**src/rtl/joy_dir_resolver.sv**
```systemverilog
// Multi-player joystick conditioner: synchronise, debounce, resolve opposing/diagonal
// presses (last pressed wins) and restrict to 8/4/2-way per the runtime mode.
module joy_dir_resolver #(
  parameter int NPLAYERS    = 2,
  parameter int SYNC_STAGES = 2,
  parameter int DEBOUNCE    = 0
) (
  input  logic                  I_CLK,
  input  logic                  I_RESETn,
  input  logic [1:0]            I_MODE,
  input  logic [4*NPLAYERS-1:0] I_JOY,
  output logic [4*NPLAYERS-1:0] O_JOY,
  output logic [NPLAYERS-1:0]   O_CHANGED
);

  localparam int NB = 4 * NPLAYERS;

  logic [NB-1:0] sync_q [SYNC_STAGES];
  logic [NB-1:0] s;
  logic [NB-1:0] stable;
  logic [NB-1:0] stable_q;

  always_ff @(posedge I_CLK or negedge I_RESETn) begin
    if (!I_RESETn) begin
      for (int i = 0; i < SYNC_STAGES; i++) sync_q[i] <= '0;
    end else begin
      sync_q[0] <= I_JOY;
      for (int i = 1; i < SYNC_STAGES; i++) sync_q[i] <= sync_q[i-1];
    end
  end

  assign s = sync_q[SYNC_STAGES-1];

  generate
    if (DEBOUNCE == 0) begin : g_no_deb
      assign stable = s;
    end else begin : g_deb
      localparam int CW = $clog2(DEBOUNCE + 1);
      // Accept on the DEBOUNCE-th consecutive differing sample.
      localparam logic [CW-1:0] CNT_LAST = CW'(DEBOUNCE - 1);

      logic [NB-1:0][CW-1:0] cnt_q;
      logic [NB-1:0]         deb_q;

      always_ff @(posedge I_CLK or negedge I_RESETn) begin
        if (!I_RESETn) begin
          cnt_q <= '0;
          deb_q <= '0;
        end else begin
          for (int b = 0; b < NB; b++) begin
            if (s[b] == deb_q[b]) begin
              cnt_q[b] <= '0;
            end else if (cnt_q[b] == CNT_LAST) begin
              deb_q[b] <= s[b];
              cnt_q[b] <= '0;
            end else begin
              cnt_q[b] <= cnt_q[b] + CW'(1);
            end
          end
        end
      end

      assign stable = deb_q;
    end
  endgenerate

  always_ff @(posedge I_CLK or negedge I_RESETn) begin
    if (!I_RESETn) stable_q <= '0;
    else           stable_q <= stable;
  end

  for (genvar p = 0; p < NPLAYERS; p++) begin : g_player
    logic [3:0] st;
    logic [3:0] rise;
    logic [1:0] last_h_q, last_h_d;
    logic [1:0] last_v_q, last_v_d;
    logic       axis_v_q, axis_v_d;
    logic [1:0] h, v;
    logic [3:0] out_d;
    logic [3:0] joy_q;
    logic       chg_q;

    assign st   = stable[4*p +: 4];
    assign rise = st & ~stable_q[4*p +: 4];

    // Bit order inside a player nibble: {U,D,L,R}.
    always_comb begin
      last_h_d = last_h_q;
      if (rise[1])      last_h_d = 2'b10;
      else if (rise[0]) last_h_d = 2'b01;

      last_v_d = last_v_q;
      if (rise[3])      last_v_d = 2'b10;
      else if (rise[2]) last_v_d = 2'b01;

      axis_v_d = axis_v_q;
      if (|rise[3:2])      axis_v_d = 1'b1;
      else if (|rise[1:0]) axis_v_d = 1'b0;

      h = (&st[1:0]) ? last_h_d : st[1:0];
      v = (&st[3:2]) ? last_v_d : st[3:2];

      case (I_MODE)
        2'd1: begin
          if (h != 2'b00 && v != 2'b00) out_d = axis_v_d ? {v, 2'b00} : {2'b00, h};
          else                          out_d = {v, h};
        end
        2'd2:    out_d = {2'b00, h};
        default: out_d = {v, h};
      endcase
    end

    always_ff @(posedge I_CLK or negedge I_RESETn) begin
      if (!I_RESETn) begin
        last_h_q <= 2'b00;
        last_v_q <= 2'b00;
        axis_v_q <= 1'b0;
        joy_q    <= 4'b0000;
        chg_q    <= 1'b0;
      end else begin
        last_h_q <= last_h_d;
        last_v_q <= last_v_d;
        axis_v_q <= axis_v_d;
        joy_q    <= out_d;
        chg_q    <= (out_d != joy_q);
      end
    end

    assign O_JOY[4*p +: 4] = joy_q;
    assign O_CHANGED[p]    = chg_q;
  end

endmodule

```
**config.mk**
```make
export PLATFORM = sky130hd
export DESIGN_NAME = joy_dir_resolver
export DESIGN_NICKNAME = d
export VERILOG_FILES = /design/src/rtl/joy_dir_resolver.sv
export SDC_FILE = /design/constraint.sdc
export NUM_CORES = 1
export LEC_CHECK = 0
export ABC_AREA = 0
export BUFFER_PORTS_ARGS = -buffer_cell sky130_fd_sc_hd__buf_2
export CAP_MARGIN = 20
export CORE_ASPECT_RATIO = 0.6
export CORE_MARGIN = 8
export CORE_UTILIZATION = 36
export DETAILED_ROUTE_END_ITERATION = 10
export PLACE_DENSITY = 0.61
export SYNTH_ARGS = -nofsm -noshare
export SYNTH_HDL_FRONTEND = slang
export SYNTH_SLANG_ARGS = --single-unit
```
**constraint.sdc**
```tcl
create_clock -name I_CLK -period 4.2 [get_ports I_CLK]
set_clock_uncertainty 0.05 [all_clocks]
set_input_delay 0.21 -clock I_CLK [delete_from_list [all_inputs] [get_ports I_CLK]]
set_output_delay 0.21 -clock I_CLK [all_outputs]
set_load 0.01 [all_outputs]
```
==> metrics.md <==
| Metric | Value |
|---|---|
| Run status | `complete, no violations` |
| Final #Nets | `just over 200` |
| Part of the Yosys area used for sequential elements | `between 60 and 70%` |
| Die ar. | `between 7000 and 8000 sq um` |
| Kind of start point of the critical path | `register` |
| Die Ht | `71.0 microns` |
| Num rows | `20` |
| Worst-path clk slew | `80 ps` |
| Max_cap viols | `0` |
| Worst slack, placed | `2150 ps` |
| #FFs+latches synth | `44` |
| Worst-path maximum fanout | `7` |
| Max Slew Vio Count | `0` |
| Vias per cell | `around 4.7` |
| HPWL Detailed | `approximately 2400 microns` |
| First-pass GRT wire length | `~5600 microns` |
| Worst Hold Class | `in -> async` |
| DP Cell Count | `around 240` |
| Setup bufs post-CTS | `0` |
| Critical path startpoint | `s[3]` |
| Unrepaired setup endpoints after global routing | `no` |
| CTS tree | `yes` |
| Die X | `between 100 and 150 microns` |
| Port bufs | `21` |
| Routability congestion estimate from global placement | `slightly below 0.8` |
| Num CTS Buffers | `5` |
| Number of global-route vias before repair | `1189` |
| Synth area leaders | `dfrtp_1, nor2_1, nand2_1` |
| Setup crit end kind | `register` |
| Synthesized instance count | `approximately 160` |
| Setup-failing EPs final | `0` |
| Mean Syn Cell Area | `11.4 sq um` |
| DR WL/cell | `between 10 and 15 microns` |
| Min Hold Slack | `8.84 ps` |
| Drt drc | `0` |
| Layout area overhead | `19.6%` |
| Clk sinks | `44` |
| Peak supply drop | `around 0.00014 V` |
| DR vias | `1218` |
| Post-Route Setup TNS | `0 ps` |
| Leak | `a little under 0.001 uW` |
| Fin crit share | `between 40% and 50%` |
| FMAX | `around 480 MHz` |
| DRT Pass-1 Iters | `6` |
| Non-Filler Instances | `between 200 and 300` |
| Area share of the largest cell type after synthesis | `60.8%` |
| Relative slew slack | `37.2%` |
| Asr flop ratio synth | `100%` |
| GR Util All Layers | `under 10%` |
| Largest net degree at the start of global routing | `45` |
| Share of cells above drive strength 1 | `between 20 and 25%` |
| Worst-Margin Slew | `approximately 940 ps` |
| Synth cell count leaders | `dfrtp_1, nor2_1, nand2_1` |
| Clock Path Buffers | `2` |
| Synth area leader | `dfrtp_1` |
| Clk_lat worst skew | `slightly below 300 ps` |
| CP required | `around 4300 ps` |
| Core area | `around 5000 sq um` |
| Worst Path Arrival | `approximately 2200 ps` |
| Final WL | `3290 microns` |
| Final setup margin | `~2100 ps` |
| Initial antenna violation count | `0` |
| Root Buffer | `clkbuf_8` |
| Final core utilization | `about 44%` |
| Power density over cell area | `between 400 and 500 nW/um^2` |
| Grt total ovfl | `0` |
| ANT cells | `0` |
| Critical path class | `reg -> reg` |
| Ys flop type | `dfrtp_1` |
| Initial cell density of the core | `a little over a third` |
| Post-Syn Area | `roughly 1800 sq um` |
| Hold violation count in the final report | `0` |
| Iter 0 DRT Violations | `82` |
| Final min period | `approximately 2100 ps` |
| Reg-to-reg startpoint | `s[3]` |
| Netlist cell types | `39` |
| Most numerous cell in the Yosys netlist | `dfrtp_1` |
| Post-synth net total | `approximately 170` |
| H-tree depth | `2` |
| Synthesis Warnings | `0` |
| Post-synth EDFFs | `0` |
| Top-Level Pins | `22` |
| Antenna-violating nets left | `0` |
-- path summary, 6_finish.rpt --
check                                  endpoint  slack, ps  cells after the start
setup / recovery              g_player[0].chg_q       2100                      6
hold / removal                       sync_q[12]          9                      1
setup reg to reg              g_player[0].chg_q       2100                      6
hold reg to reg                            s[5]        300                      0
max in group asynchronous  g_player[1].joy_q[1]       3510                      1
min in group I_CLK                         s[5]        300                      0
-- kinds of logic (layout without fill, tap and decap cells) --
group	Yosys count	after routing	synth area share [%]
XOR/XNOR	3	3	1.45
AO/OA/AOI/OAI	29	29	12.5
flip-flops	44	44	60.8
AND/OR/NAND/NOR	69	69	20.9
adder cells (fa/ha/maj)	2	2	1.38
buffers and inverters	12	46	2.97
-- area by class of cell --
cell class | instances | area, sq um
fillers | 475 | 2790
flip-flops and latches | 44 | 1100
multi-input cells | 103 | 657
repair buffers | 29 | 185
well taps | 66 | 82.6
clock buffers | 6 | 72.6
clock inverters | 2 | 35.0
inverters | 9 | 33.8
-- repair_timing --
action                                 in CTS  in global routing
endpoints found under the hold margin       8                  0
hold buffers                                8                  0
gates resized for setup                     0                  0
-- layer usage --
| metal | global-route usage [%] | vias to the layer above | wire length (microns) |
|---|---|---|---|
| li1 | - | 613 | - |
| met5 | 0 | - | 0 |
| met2 | 12.1 | 21 | 1290 |
| met1 | 13.2 | 580 | 1810 |
| met4 | 3.67 | 0 | 36 |
| met3 | 3.72 | 4 | 145 |
-- sequential cells by signal, indices dropped and copies added, names as in the netlist --
register / flops
sync_q: 8
s: 8
g_player.last_v_q: 4
g_player.last_h_q: 4
g_player.joy_q: 8
g_player.axis_v_q: 2
g_player.chg_q: 2
stable_q: 8
-- report_power, final --
group	switching (uW)	internal, uW	leakage (uW)
logic	62.5	58.1	0.000409
clock network	138	176	0.0000552
registers	24.0	456	0.000519
total	225	691	0.000983
-- worst max-delay path, cell delays in order (launching register included) --
cell and delay (ps):
dfrtp_1 450, nor2b_1 190, a311o_1 360, o31ai_1 500, nor2_1 100, o32ai_1 230, nand2_1 90
-- through the flow --
step                total power (uW)  cell area, sq um
floorplan                        566              1810
global placement                 604              1980
detailed placement               605              1980
CTS                              930              2170
global route                     971              2170
finish                           915              2170
-- layout by cell type, fill, tap and decap left out, types with 5 or more instances in the layout --
master	n
dfrtp_1	44
nand2b_1	6
nor2_1	17
buf_2	21
clkbuf_8	5
nand2_1	16
inv_1	9
dlygate4sd3_1	8
No activity file was read; power rests on OpenSTA's default activity.
